[src/rtl/prog_loader.sv]
// Program-memory loader: parses a SYNC/count/words/checksum byte stream from the UART
// and writes 18-bit instructions into the program RAM, holding the MCU in reset meanwhile.
module prog_loader #(
  parameter logic [7:0] SYNC_BYTE = 8'hA5,
  parameter int         ADDR_W    = 10,
  parameter int         DATA_W    = 18
) (
  input  logic              CLK,
  input  logic              RST,
  input  logic [7:0]        RX_DATA,
  input  logic              RX_VALID,
  output logic              RX_READY,
  output logic              WR_EN,
  output logic [ADDR_W-1:0] WR_ADDR,
  output logic [DATA_W-1:0] WR_DATA,
  output logic              MCU_RST,
  output logic              DONE,
  output logic              ERR,
  output logic [3:0]        DBG_STATE
);

  // Handshake: a byte moves only on a cycle where RX_VALID && RX_READY at the rising
  // edge; the sender holds RX_DATA/RX_VALID until then, and RX_READY never depends on RX_VALID.

  typedef enum logic [3:0] {
    S_IDLE   = 4'd0,
    S_CNT_HI = 4'd1,
    S_CNT_LO = 4'd2,
    S_B0     = 4'd3,
    S_B1     = 4'd4,
    S_B2     = 4'd5,
    S_WRITE  = 4'd6,
    S_CHK    = 4'd7,
    S_FIN    = 4'd8
  } state_t;

  localparam logic [10:0] N_MAX = 11'(1 << ADDR_W);

  state_t              r_state;
  state_t              w_state_nxt;
  logic [2:0]          r_cnt_hi;
  logic [10:0]         r_n;
  logic [10:0]         r_wcnt;
  logic [1:0]          r_b0;
  logic [7:0]          r_b1;
  logic [7:0]          r_sum;
  logic [ADDR_W-1:0]   r_wr_addr;
  logic [DATA_W-1:0]   r_wr_data;
  logic                r_mcu_rst;
  logic                r_done;
  logic                r_err;

  logic                w_ready;
  logic                w_xfer;
  logic [10:0]         w_n;
  logic                w_n_ok;
  logic                w_last;
  logic                w_sync;
  logic                w_chk_ok;

  assign w_ready  = !RST && (r_state != S_WRITE) && (r_state != S_FIN);
  assign w_xfer   = RX_VALID && w_ready;
  assign w_n      = {r_cnt_hi, RX_DATA};
  assign w_n_ok   = (w_n != 11'd0) && (w_n <= N_MAX);
  assign w_last   = (r_wcnt + 11'd1) == r_n;
  assign w_sync   = w_xfer && (r_state == S_IDLE) && (RX_DATA == SYNC_BYTE);
  assign w_chk_ok = RX_DATA == r_sum;

  // State register
  always_ff @(posedge CLK) begin
    if (RST) r_state <= S_IDLE;
    else     r_state <= w_state_nxt;
  end

  // Next-state logic
  always_comb begin
    w_state_nxt = r_state;
    case (r_state)
      S_IDLE:   if (w_sync) w_state_nxt = S_CNT_HI;
      S_CNT_HI: if (w_xfer) w_state_nxt = S_CNT_LO;
      S_CNT_LO: if (w_xfer) w_state_nxt = w_n_ok ? S_B0 : S_IDLE;
      S_B0:     if (w_xfer) w_state_nxt = S_B1;
      S_B1:     if (w_xfer) w_state_nxt = S_B2;
      S_B2:     if (w_xfer) w_state_nxt = S_WRITE;
      S_WRITE:  w_state_nxt = w_last ? S_CHK : S_B0;
      S_CHK:    if (w_xfer) w_state_nxt = w_chk_ok ? S_FIN : S_IDLE;
      S_FIN:    w_state_nxt = S_IDLE;
      default:  w_state_nxt = S_IDLE;
    endcase
  end

  // Datapath: count capture, word assembly, running checksum and status flags
  always_ff @(posedge CLK) begin
    if (RST) begin
      r_cnt_hi  <= '0;
      r_n       <= '0;
      r_wcnt    <= '0;
      r_b0      <= '0;
      r_b1      <= '0;
      r_sum     <= '0;
      r_wr_addr <= '0;
      r_wr_data <= '0;
      r_mcu_rst <= 1'b1;
      r_done    <= 1'b0;
      r_err     <= 1'b0;
    end else begin
      case (r_state)
        S_IDLE: begin
          if (w_sync) begin
            r_mcu_rst <= 1'b1;
            r_done    <= 1'b0;
            r_err     <= 1'b0;
            r_wcnt    <= '0;
            r_sum     <= '0;
          end
        end
        S_CNT_HI: if (w_xfer) r_cnt_hi <= RX_DATA[2:0];
        S_CNT_LO: begin
          if (w_xfer) begin
            r_n <= w_n;
            if (!w_n_ok) r_err <= 1'b1;
          end
        end
        S_B0: begin
          if (w_xfer) begin
            r_b0  <= RX_DATA[1:0];
            r_sum <= r_sum + RX_DATA;
          end
        end
        S_B1: begin
          if (w_xfer) begin
            r_b1  <= RX_DATA;
            r_sum <= r_sum + RX_DATA;
          end
        end
        S_B2: begin
          // Address/data are latched here so they stay put after the write strobe.
          if (w_xfer) begin
            r_sum     <= r_sum + RX_DATA;
            r_wr_addr <= r_wcnt[ADDR_W-1:0];
            r_wr_data <= {r_b0, r_b1, RX_DATA};
          end
        end
        S_WRITE: r_wcnt <= r_wcnt + 11'd1;
        S_CHK:   if (w_xfer && !w_chk_ok) r_err <= 1'b1;
        S_FIN: begin
          r_done    <= 1'b1;
          r_mcu_rst <= 1'b0;
        end
        default: ;
      endcase
    end
  end

  // Outputs are forced to their reset values combinationally while RST is high
  always_comb begin
    RX_READY  = w_ready;
    WR_EN     = 1'b0;
    WR_ADDR   = '0;
    WR_DATA   = '0;
    MCU_RST   = 1'b1;
    DONE      = 1'b0;
    ERR       = 1'b0;
    DBG_STATE = r_state;
    if (!RST) begin
      WR_EN   = (r_state == S_WRITE);
      WR_ADDR = r_wr_addr;
      WR_DATA = r_wr_data;
      MCU_RST = r_mcu_rst;
      DONE    = r_done;
      ERR     = r_err;
    end
  end

endmodule

[config.mk]
export PLATFORM = sky130hd
export DESIGN_NAME = prog_loader
export DESIGN_NICKNAME = d
export VERILOG_FILES = /design/src/rtl/prog_loader.sv
export SDC_FILE = /design/constraint.sdc
export NUM_CORES = 1
export LEC_CHECK = 0
export CAP_MARGIN = 10
export CORE_MARGIN = 2
export CORE_UTILIZATION = 50
export DETAILED_ROUTE_END_ITERATION = 10
export PLACE_DENSITY = 0.76
export SYNTH_ARGS = -nofsm -noshare
export SYNTH_HDL_FRONTEND = slang
export SYNTH_SLANG_ARGS = --single-unit
[constraint.sdc]
create_clock -name CLK -period 1.6 [get_ports CLK]
set_input_delay 0.32 -clock CLK [delete_from_list [all_inputs] [get_ports CLK]]
set_output_delay 0.32 -clock CLK [all_outputs]
set_load 0.03 [all_outputs]
Word level (Yosys, flattened, before mapping)

Cells that the tools add are included.

Register bits: 78

Reductions and logical operators: 26
Eq/ne operators: 23
Multiplexer cells: 30
$lt $le $gt $ge: 1
Add/subtract/negate cells: 2

Operators by type and width:

| kind                  | count |
|---|---|
| $mux 4                | 8 |
| $pmux 4 s8            | 1 |
| $pmux 11 s2           | 1 |
| $mux 18               | 1 |
| $ne 2x2->1 const B    | 9 |
| $eq 4x3->1 const B    | 4 |
| $mux 8                | 2 |
| $pmux 8 s2            | 1 |
| $reduce_and 2->1      | 7 |
| $add 11x1->11 const B | 1 |
| $eq 11x11->1          | 1 |
| $le 11x11->1 const B  | 1 |
| $mux 11               | 1 |
| $reduce_bool 11->1    | 1 |
| $mux 10               | 1 |
| $mux 1                | 9 |
| $add 8x8->8           | 1 |
| $eq 4x2->1 const B    | 2 |
| $eq 8x8->1            | 1 |
| $eq 8x8->1 const B    | 1 |
| $logic_and 1x1->1     | 7 |
| $reduce_and 7->1      | 1 |
| $reduce_bool 2->1     | 3 |
| $reduce_and 5->1      | 1 |
| 14 further kinds      | 16 |

Logic depth before layout (Yosys ltp)

Gate-level depths: netlist (run 1).

Depth in word-level cells: 8
Depth in mapped cells: 8
Depth with buffers taken out: 8

Worst setup path after synthesis (run 1)

OpenSTA, ideal clock, no wires.

Kind: reg-to-reg
Start point: register r_state[3] (netlist: DBG_STATE[3])
End point: register r_wr_addr[0]
Clock period less this slack: 1.892 ns
Slack: -0.292 ns
Library setup time: 0.121 ns
Cell stages (with the launch flop): 7
Data required time: 1.479 ns
Arrival time: 1.771 ns
Path buffers: 3
Path through: dfxtp_1 > buf_2 > nor4b_4 > and2_1 > buf_4 > buf_4 > mux2_2

Word-level cells in the longest chain between the ends: 5
Elaborated cells between the ends (all ways): 7

Ends and longest elaborated chain:

| item                           | RTL line | RTL |
|---|---|---|
| start: declaration             | 39       | `state_t r_state;` |
| start signal: assignment       | 72       | `else r_state <= w_state_nxt;` |
| $ne 4x3->1                     | 61       | `assign w_ready = !RST && (r_state != S_WRITE) && (r_state != S_FIN);` |
| $logic_and 1x1->1 (2 in a row) | 61       |  |
| $logic_and 1x1->1              | 62       | `assign w_xfer = RX_VALID && w_ready;` |
| $reduce_and 2->1 (no line) *   | n/a      |  |
| end signal: assignment         | 140      | `r_wr_addr <= r_wcnt[ADDR_W-1:0];` |
| end: declaration               | 47       | `logic [ADDR_W-1:0] r_wr_addr;` |

Every way passes the cells marked *; elsewhere a longest branch is shown, timed or not.
A chain may end at the register's enable or synchronous reset.

Final worst setup path (run 1)

Start point: register r_state[3] (netlist: DBG_STATE[3])
End point: output port WR_EN

Word-level cells in the longest chain between the ends: 2

Ends and longest elaborated chain:

| item             | RTL line | RTL |
|---|---|---|
| $eq 4x3->1       | 166      | `WR_EN = (r_state == S_WRITE);` |
| $mux 1           | 165      | `if (!RST) begin` |
| end: declaration | 13       | `output logic WR_EN,` |

Every way passes these cells.

==> results of run 1 <==
-- report_power, final --
| part | total (mW) | switching, mW | leakage [nW] | internal, mW |
|---|---|---|---|---|
| clock network | 1.54 | 0.802 | 0.102 | 0.734 |
| registers | 1.93 | 0.0000150 | 0.636 | 1.93 |
| logic | 0.226 | 0.128 | 1.75 | 0.0981 |
-- sequential cells by signal, summed over array words and instances (netlist names) --
name       flops
DBG_STATE      4
r_b0           2
r_b1           8
r_cnt_hi       3
r_done         1
r_err          1
r_mcu_rst      1
r_n           11
r_sum          8
r_wcnt        11
r_wr_addr     10
r_wr_data     18
-- metal layers --
| metal | vias to the layer above | part of all wire | global-route usage |
|---|---|---|---|
| met2 | 207 | 0.50 | 0.466 |
| met4 | 0 | 0.028 | 0.114 |
| met3 | 37 | 0.072 | 0.0483 |
| li1 | 1870 | - | - |
| met1 | 1973 | 0.40 | 0.348 |
| met5 | - | 0 | 0 |
-- cell families (layout without fill, tap and decap cells) --
logic type | after synthesis | count (layout) | synth area share
fa+ha+maj | 9 | 9 | 0.0301
compound gates | 76 | 76 | 0.116
simple gates | 197 | 198 | 0.273
mux | 42 | 42 | 0.113
flops | 78 | 78 | 0.391
buf+inv | 37 | 171 | 0.0410
xor+xnor | 16 | 16 | 0.0351
-- what timing repair did --
action | 4_1_cts | 5_1_grt
buffers inserted | 14 | 10
resized for setup | 66 | 65
pin swaps | 24 | 26
endpoints found under the hold margin | 0 | 0
cloned | 3 | 3
endpoints found under the setup margin | 63 | 69
-- worst min-delay path by stage --
stage / from / endpoint
final: RST / r_done
after global routing: RST / r_done
after CTS: RST / r_done
after detailed placement: r_err / r_err
after global placement: r_err / r_err
after floorplan: r_done / r_done
-- through the flow --
step	setup TNS (ns)	util	power, mW	setup WS, ns	cell area [µm²]
6_report	-1.72	0.782	3.69	-0.120	6040
3_3_place_gp	-27.03	0.662	2.18	-0.675	5110
5_1_grt	-3.96	0.782	3.79	-0.181	6040
2_1_floorplan	-1.68	-	2.06	-0.0863	4190
3_5_place_dp	-28.69	0.662	2.18	-0.701	5110
4_1_cts	-1.65	0.735	3.66	-0.121	5680
-- critical path, delay by kind of cell (launching register included) --
kind | cells | cell delay [ns]
buffers and inverters | 3 | 0.39
AND/OR/NAND/NOR | 2 | 0.29
flip-flops | 1 | 0.36
-- layout by cell type (no fill, tap or decap), drive strengths merged, types with 5 or more instances in the layout --
cell type    synthesis  routed
inv                  5       8
dlygate4sd2          0       9
nand2b               8       8
ha                   8       8
a31oi                7       7
nand3               27      27
nor3                13      13
a21oi               32      32
xnor2               10      10
nor2b               38      38
or3                  5       5
nand2               28      28
o21ai               14      14
buf                 16     137
and2                 4       5
clkbuf              16      11
xor2                 6       6
nor2                46      46
mux2                26      26
dfxtp               78      78
mux2i               16      16
nand4                5       5
-- synthesized netlist by cell type (all sizes together), types with 6 or more instances --
master	count
xor2	6
clkbuf	16
xnor2	10
nor2	46
nand3	27
dfxtp	78
nand2b	8
mux2	26
mux2i	16
o21ai	14
nor3	13
ha	8
a21oi	32
buf	16
nor2b	38
nand2	28
a31oi	7
-- cell type report --
cell class / count / share of cell area
well taps: 102 / 0.0211
multi-input cells: 341 / 0.455
repair buffers: 150 / 0.224
inverters: 5 / 0.00311
flip-flops and latches: 78 / 0.264
clock buffers: 10 / 0.0211
clock inverters: 6 / 0.0112
==> impl_metrics.py, run 1 <==
metrics = {
    "run_status": {
        "status": "finished with violations",
        "violations": "setup timing",
    },
    "worst_setup_path": {
        "cp_max_fo": 3,
        "ff2ff_setup_slack_ns": -0.10,
        "crit_path_end_kind": "output port",
        "setup.worst_path.start": "DBG_STATE[3]",
        "crit_slowest_cell": "dfxtp_4",
        "reg2reg_depth": 6,
        "rr_startpoint": "r_wcnt[3]",
        "worst_path_largest_cell_delay_ns": 0.36,
        "crit_type": "reg2out",
        "critical_path_required_ns": 1.28,
        "endpoint": "WR_EN",
        "worstPathArrival_ns": 1.40,
        "crit_chain": "buf_6 > nand4bb_4 > buf_6 > nor2_4 > buf_6",
        "cp_common_cell": "buf_6",
        "reg2reg_to": "DBG_STATE[2]",
        "startpoint_type": "flip-flop",
    },
    "floorplan": {
        "die_w_um": 93.4,
        "die_y_um": 93.4,
        "core_region_area_um2": 7730,
        "pin_count": 48,
        "die_area_um2": 8720,
        "num_rows": 32,
        "start_util": 0.517,
    },
    "routing": {
        "drtAntennaViolNets": 0,
        "vias": 4087,
        "wl_per_cell_um": 19.2,
        "drt-initial-drc-count": 316,
        "drc": 0,
        "viasPerCell": 5.91,
        "wirelength_mm": 13.3,
        "firstDrtPassIters": 6,
    },
    "timing": {
        "drv_slew": 0,
        "fin_crit_sh": 1.08,
        "hold_viol": 0,
        "skew_ns": 0.00737,
        "setup_viol": 47,
        "rsz0062_at_grt": "yes",
        "setup_slack_ns": -0.120,
        "period_minus_slack_ns": 1.72,
        "relSlewSlack": 0.704,
        "tightestPinTransition_ns": 0.441,
        "timing.hold.ws_ns": 0.354,
        "max_freq_ghz": 0.581,
    },
    "logic_synthesis": {
        "synthCells": 455,
        "synthArstFlopShare": 0,
        "synth.avg_cell_area_um2": 8.78,
        "synthTopCellsByArea": "dfxtp_1, mux2_2, nor2b_1, nor2_1, a21oi_1",
        "synth_ff_type": "dfxtp_1",
        "synth_edf_count": 0,
        "synth_top_area_frac": 0.391,
        "synth_nets": 475,
        "yosys_warnings": 0,
        "yosysTopAreaCell": "dfxtp_1",
        "synth_cell_types": 53,
        "ys_ff_latch": 78,
        "synth_area_um2": 4000,
        "synth_seq_area_share": 0.391,
    },
    "grt": {
        "grt_overflow": 0,
        "grt_pass1_vias": 3879,
        "grt_first_pass_wirelength_mm": 18.9,
        "antenna_found_initial": 0,
        "grt_max_degree": 51,
        "globalRouteTotalUtil": 0.276,
    },
    "placed_design": {
        "dp.cells": 648,
        "dp_hpwl_mm": 7.25,
        "gp_congestion": 0.934,
        "port_buffers": 47,
    },
    "finish": {
        "stdcell_count": 692,
        "nFillCells": 456,
        "areaGrowthSynthToFinish_pct": 51.2,
        "nNetsFinal": 605,
        "layout.area.seq_um2": 1590,
        "drive_gt1_frac": 0.446,
        "antenna_cells": 0,
        "multi_input_area_um2": 2750,
    },
    "worst_hold_path": {
        "hold_depth": 3,
        "hold_path.class": "in2reg",
    },
    "clock_network": {
        "cts.path.max_buffers": 2,
        "numClockSinks": 78,
        "cts-buffers-inserted": 9,
        "hold_buffers": 0,
        "cts.clk_slew.worst_paths_ns": 0.08,
        "cts_root_buf": "clkbuf_8",
        "cts_tree": "built",
        "insertion_delay_ns": 0.36,
        "ctsHtreeMaxLevel": 3,
    },
    "power": {
        "power.density_nw_per_um2": 611,
        "vdd_drop_max_mv": 0.478,
        "p_leak_nw": 2.48,
    },
    "job": {
        "max_cap_viol_count": 0,
    },
}
(Power assumes the default switching activity.)
==> run 2, diff against run 1 <==
- CORE_UTILIZATION: 50 -> 45
- PLACE_DENSITY: 0.76 -> 0.69
- SKIP_CTS_REPAIR_TIMING: not set -> 1
==> run 2 against run 1 <==
Clock power is essentially flat. Register-to-register slack got worse by 0.02 ns. Critical path type unchanged. The run still ends with setup timing left. Clock skew increased by 0.0090 ns. Global-route usage shrank 6.4 points. Largest cell class unchanged.
==> impl_metrics.py, run 2 (synthesis gave the netlist of run 1 again) <==
metrics = {
    "run_status": {
        "status": "finished with violations",
        "violations": "setup timing",
    },
    "clock_network": {
        "cts_root_buf": "clkbuf_8",
        "cts-buffers-inserted": 9,
        "cts.clk_slew.worst_paths_ns": 0.10,
        "cts.path.max_buffers": 2,
        "insertion_delay_ns": 0.38,
        "cts_tree": "built",
        "ctsHtreeMaxLevel": 3,
        "numClockSinks": 78,
    },
    "timing": {
        "fin_crit_sh": 1.10,
        "timing.hold.ws_ns": 0.355,
        "skew_ns": 0.0164,
        "period_minus_slack_ns": 1.76,
        "max_freq_ghz": 0.568,
        "relSlewSlack": 0.731,
        "fin_tns_setup_ns": -1.03,
        "setup_slack_ns": -0.162,
        "tightestPinTransition_ns": 0.403,
        "hold_viol": 0,
        "setup_viol": 28,
        "drv_slew": 0,
        "rsz0062_at_grt": "yes",
    },
    "routing": {
        "firstDrtPassIters": 5,
        "viasPerCell": 5.57,
        "vias": 3807,
        "wl_per_cell_um": 17.2,
        "wirelength_mm": 11.8,
        "drc": 0,
        "drtAntennaViolNets": 0,
        "drt-initial-drc-count": 214,
    },
    "placed_design": {
        "dp.cells": 646,
        "dp_hpwl_mm": 7.14,
        "gp_congestion": 0.866,
        "placed_area_um2": 5060,
        "port_buffers": 47,
    },
    "worst_setup_path": {
        "worstPathArrival_ns": 1.44,
        "crit_chain": "buf_6 > nand4bb_4 > buf_6 > nor2_4 > buf_6",
        "critical_path_required_ns": 1.28,
        "cp_max_fo": 4,
        "startpoint_type": "flip-flop",
        "worst_path_largest_cell_delay_ns": 0.38,
        "crit_type": "reg2out",
        "critPathBufInv": 3,
        "crit_path_end_kind": "output port",
        "critical_path.top_delay_family": "buffers and inverters",
        "cp_common_cell": "buf_6",
        "crit_slowest_cell": "dfxtp_4",
    },
    "power": {
        "p_sw_frac": 0.280,
        "pwr-share-comb": 0.060,
        "p_leak_nw": 2.55,
        "total_power_mw": 3.67,
        "p_int_mw": 2.64,
        "clock_power_share": 0.414,
        "power.density_nw_per_um2": 629,
        "seqPwrFrac": 0.526,
        "net-switching-power_mw": 1.03,
        "vdd_drop_max_mv": 0.559,
    },
    "grt": {
        "grt_first_pass_wirelength_mm": 16.6,
        "grt_max_degree": 59,
        "globalRouteTotalUtil": 0.212,
        "grt_pass1_vias": 3395,
        "antenna_found_initial": 0,
        "grt_overflow": 0,
    },
    "job": {
        "max_cap_viol_count": 0,
    },
    "floorplan": {
        "die_w_um": 98.2,
        "core_region_area_um2": 8680,
        "die_area_um2": 9650,
        "die_y_um": 98.2,
        "start_util": 0.460,
        "pin_count": 48,
        "num_rows": 34,
    },
    "finish": {
        "nNetsFinal": 591,
        "layout_commonest_cell": "buf_4",
        "final_cell_mix": "buf_4, dfxtp_1, nor2_1",
        "top_register": "r_wr_data",
        "final_area_um2": 5830,
        "largest_reg_flops": 18,
        "antenna_cells": 0,
        "areaGrowthSynthToFinish_pct": 46.0,
        "stdcell_count": 684,
        "biggestRegsByFlops": "r_wr_data (18), r_n (11), r_wcnt (11)",
        "nFillCells": 681,
        "drive_gt1_frac": 0.398,
    },
    "worst_hold_path": {
        "hold_path.class": "in2reg",
    },
}
-- run 2: changes by cell type in the layout (fill, tap and decap cells not counted), sizes merged --
cell           before  now
buf               137  117
dlymetal6s2s        0   13
dlygate4sd2         9    0
clkbuf             11   14
inv                 8   11
clkdlybuf4s15       2    0
a211o               2    3
bufinv              1    0
clkdlybuf4s50       1    0
clkinv              2    1
-- run 2: layer usage --
metal | vias up | GRT usage | routed length [µm]
met5 | - | 0 | 0
met3 | 18 | 0.0415 | 556
met2 | 120 | 0.346 | 5840
met1 | 1827 | 0.286 | 5170
met4 | 0 | 0.0664 | 211
li1 | 1842 | - | -
-- run 2: worst paths after layout --
path,from,to,slack (ns),depth (start not counted)
worst min register to register,r_b1[2],r_b1[2],0.47,2
worst min-delay path,RX_DATA[2],r_wr_data[2],0.36,2
worst max-delay path,DBG_STATE[3],WR_EN,-0.16,5
worst max register to register,r_wcnt[0],DBG_STATE[2],-0.12,7
-- run 2: worst register-to-register path: cells and delay by family, from the launching register on --
family          cells  cell delay, ns
fa+ha+maj           1            0.16
flops               1            0.41
buf+inv             1            0.11
simple gates        2            0.37
compound gates      3            0.62
-- run 2: power by group through the flow --
| stage | clock (mW) | combinational, mW | sequential [mW] |
|---|---|---|---|
| after CTS | 1.52 | 0.201 | 1.94 |
| after global placement | 0 | 0.196 | 1.98 |
| after global routing | 1.63 | 0.235 | 1.93 |
| after detailed placement | 0 | 0.200 | 1.98 |
| after floorplan | 0 | 0.0779 | 1.98 |
| final | 1.52 | 0.220 | 1.93 |
-- run 2: final cells by class --
type                            instances  area [µm²]  share of cell area
Tap cell                              108         135              0.0232
Multi-Input combinational cell        342        2620               0.449
Sequential cell                        78        1590               0.272
Timing Repair Buffer                  135        1280               0.219
Inverter                                5        18.8             0.00322
Clock inverter                          7        71.3              0.0122
Clock buffer                            9         124              0.0212
-- run 2: metrics by stage --
step	utilization	setup WS, ns
finish	0.672	-0.162
global route	0.672	-0.249
CTS	0.606	-0.386
detailed placement	0.583	-0.697
global placement	0.583	-0.668
floorplan	-	-0.0863
==> run 3, diff against run 2 <==
- SLEW_MARGIN: not set -> 5
==> results of run 3 <==
Same layout as run 2: the final DEF is identical, and so are final timing and power.
==> edit: new RTL, config.mk and constraints of run 1 <==
The parameter `ADDR_W` goes from 10 to 8.
--- a/src/rtl/prog_loader.sv
+++ b/src/rtl/prog_loader.sv
@@ -2,7 +2,7 @@
 // and writes 18-bit instructions into the program RAM, holding the MCU in reset meanwhile.
 module prog_loader #(
   parameter logic [7:0] SYNC_BYTE = 8'hA5,
-  parameter int         ADDR_W    = 10,
+  parameter int         ADDR_W    = 8,
   parameter int         DATA_W    = 18
 ) (
   input  logic              CLK,
Interface: changed (resized WR_ADDR); port bits go from 48 to 46. The function was not compared with the original's and may differ.
==> edit against run 1 <==
The run still ends with setup timing left. Sequential cell count fell by 2. Maximum frequency is 27% lower. Utilization up 1.2 points. Wire length grew 14%. Die area decreased by 3.5%. Clock skew is essentially flat. Synthesized cell count decreased by 5.9%. Critical path depth increased by 3. Power down 2.3%. Sequential power down 3%. Non-clock buffer count grew 13. Synthesized area is 3.6% lower. Design area about the same. Worst setup slack worse by 0.63 ns. Critical endpoint is now DBG_STATE[2].
==> edit: results (changes against run 1) <==
* Status: complete, but fails checks
* Failing checks: setup timing
* Routed len/inst at 22.2 um (+16%)
* Largest net degree at the start of global routing at 55 (+7.8%)
* Dpl ws at -0.878 ns (-0.177 ns)
* RD Place Congestion at 0.932 (-0.17%)
* Setup-failing EPs final at 84 (+79%)
* Num sequential at 76 (-2.6%)
* Power per cell area at 598 nW/um^2 (-2.2%)
* Multi-input comb cells at 319 (-6.5%)
* Post-Syn Nets at 448 (-5.7%)
* LEAKAGE at 2.60 nW (+4.6%)
* Critical-path maximum fanout at 6 (+3)
* Top cells by count, synth: 76 x dfxtp_1, 55 x nor2_1, 33 x nor2b_1
* Fillers at 419 (-8.1%)
* Cell variety after synth at 55 (+3.8%)
* Via Count at 4261 (+4.3%)
* Comb. pwr at 252 uW (+12%)
* # nets final at 595 (-1.7%)
* Non-clock inverters at 6 (+1)
* Worst-path clk slew at 0.10 ns (+0.02 ns)
* Worst slew margin at 0.623 (-0.0812)
* R2r worst-path depth at 8 (+2)
* Clock-cell share at 0.0313 (-0.00101)
* Mapped Cells at 428 (-5.9%)
* Register area at 1550 um^2 (-2.7%)
* Synth top area cells: dfxtp_1 40%, mux2_2 7.6%, mux2i_1 5.7%, nor2_1 5.4%, nor2b_1 5.4%
* Sequential share of power at 0.521 (about the same)
* Clk_skew at 0.00694 ns (-0.000422 ns)
* Placed cell area at 4960 um^2 (-3.0%)
* PostCTS Resize Cnt at 96 (+45%)
* Post-layout util at 0.793 (+0.0117)
* Critical path class: reg -> reg
* Seq/Total Area, Yosys at 0.395 (+0.00433)
* Critical path arrival at 2.58 ns (+1.18 ns)
* WL final at 15100 um (+14%)
* Worst setup margin at -0.749 ns (-0.629 ns)
* Sw Share at 0.281 (+0.0284)
* GRT Total Usage at 0.273 (-0.00287)
* Area growth, synth to finish at 56.7%
* Setup TNS at -27.82 ns (-26.09 ns)
* Net Sw Power at 1.01 mW (+8.8%)
* Non-clock buffer share at 0.239 (+0.0151)
* Worst r2r src: r_wcnt[1]
* Post-DP HPWL at 7050 um (-2.8%)
==> edit: cell count changes after synthesis, moves of 5 or more <==
cell	run 1	this run
buf_2	11	4
mux2i_1	16	22
nand2_1	28	15
nand3_1	26	16
nor2_1	46	55
nor2b_1	38	33
nor3_1	13	7
==> edit: cells by family (layout without fill, tap and decap cells) <==
group | after synthesis | after routing | share of synthesized area
DFF | 76 | 76 | 0.395
adders and majority gates | 9 | 9 | 0.0312
buffers and inverters | 34 | 185 | 0.0374
muxes | 48 | 48 | 0.133
xor gates and xnor gates | 20 | 20 | 0.0455
and+or+nand+nor | 178 | 179 | 0.259
AOI/OAI and AO/OA | 63 | 63 | 0.0988
==> edit: worst max-delay path: stages (launching register included) <==
cell and delay, ns:
dfxtp_4 0.40, ha_2 0.21, buf_4 0.16, nor3b_2 0.26, o21ai_1 0.15, o21ai_1 0.13
o221a_2 0.22, nand4_1 0.18, a2111oi_2 0.50
==> edit: metal layers <==
metal  up-vias  share of wire  GRT usage  wire (um)
met4         0          0.067      0.139       1010
met3       103          0.085     0.0452       1280
li1       1791              -          -          -
met2       343           0.47      0.480       7070
met5         -              0          0          0
met1      2024           0.38      0.321       5770
==> edit: how the worst min path moves through the flow <==
stage | start | to | slack [ns] | depth (start not counted)
6_report | RX_DATA[6] | r_wr_data[6] | 0.37 | 3
5_1_grt | RX_DATA[6] | r_wr_data[6] | 0.39 | 3
2_1_floorplan | r_sum[4] | r_sum[4] | 0.44 | 2
4_1_cts | RST | DBG_STATE[2] | 0.36 | 3
3_3_place_gp | r_sum[5] | r_sum[5] | 0.45 | 2
3_5_place_dp | r_sum[5] | r_sum[5] | 0.46 | 2
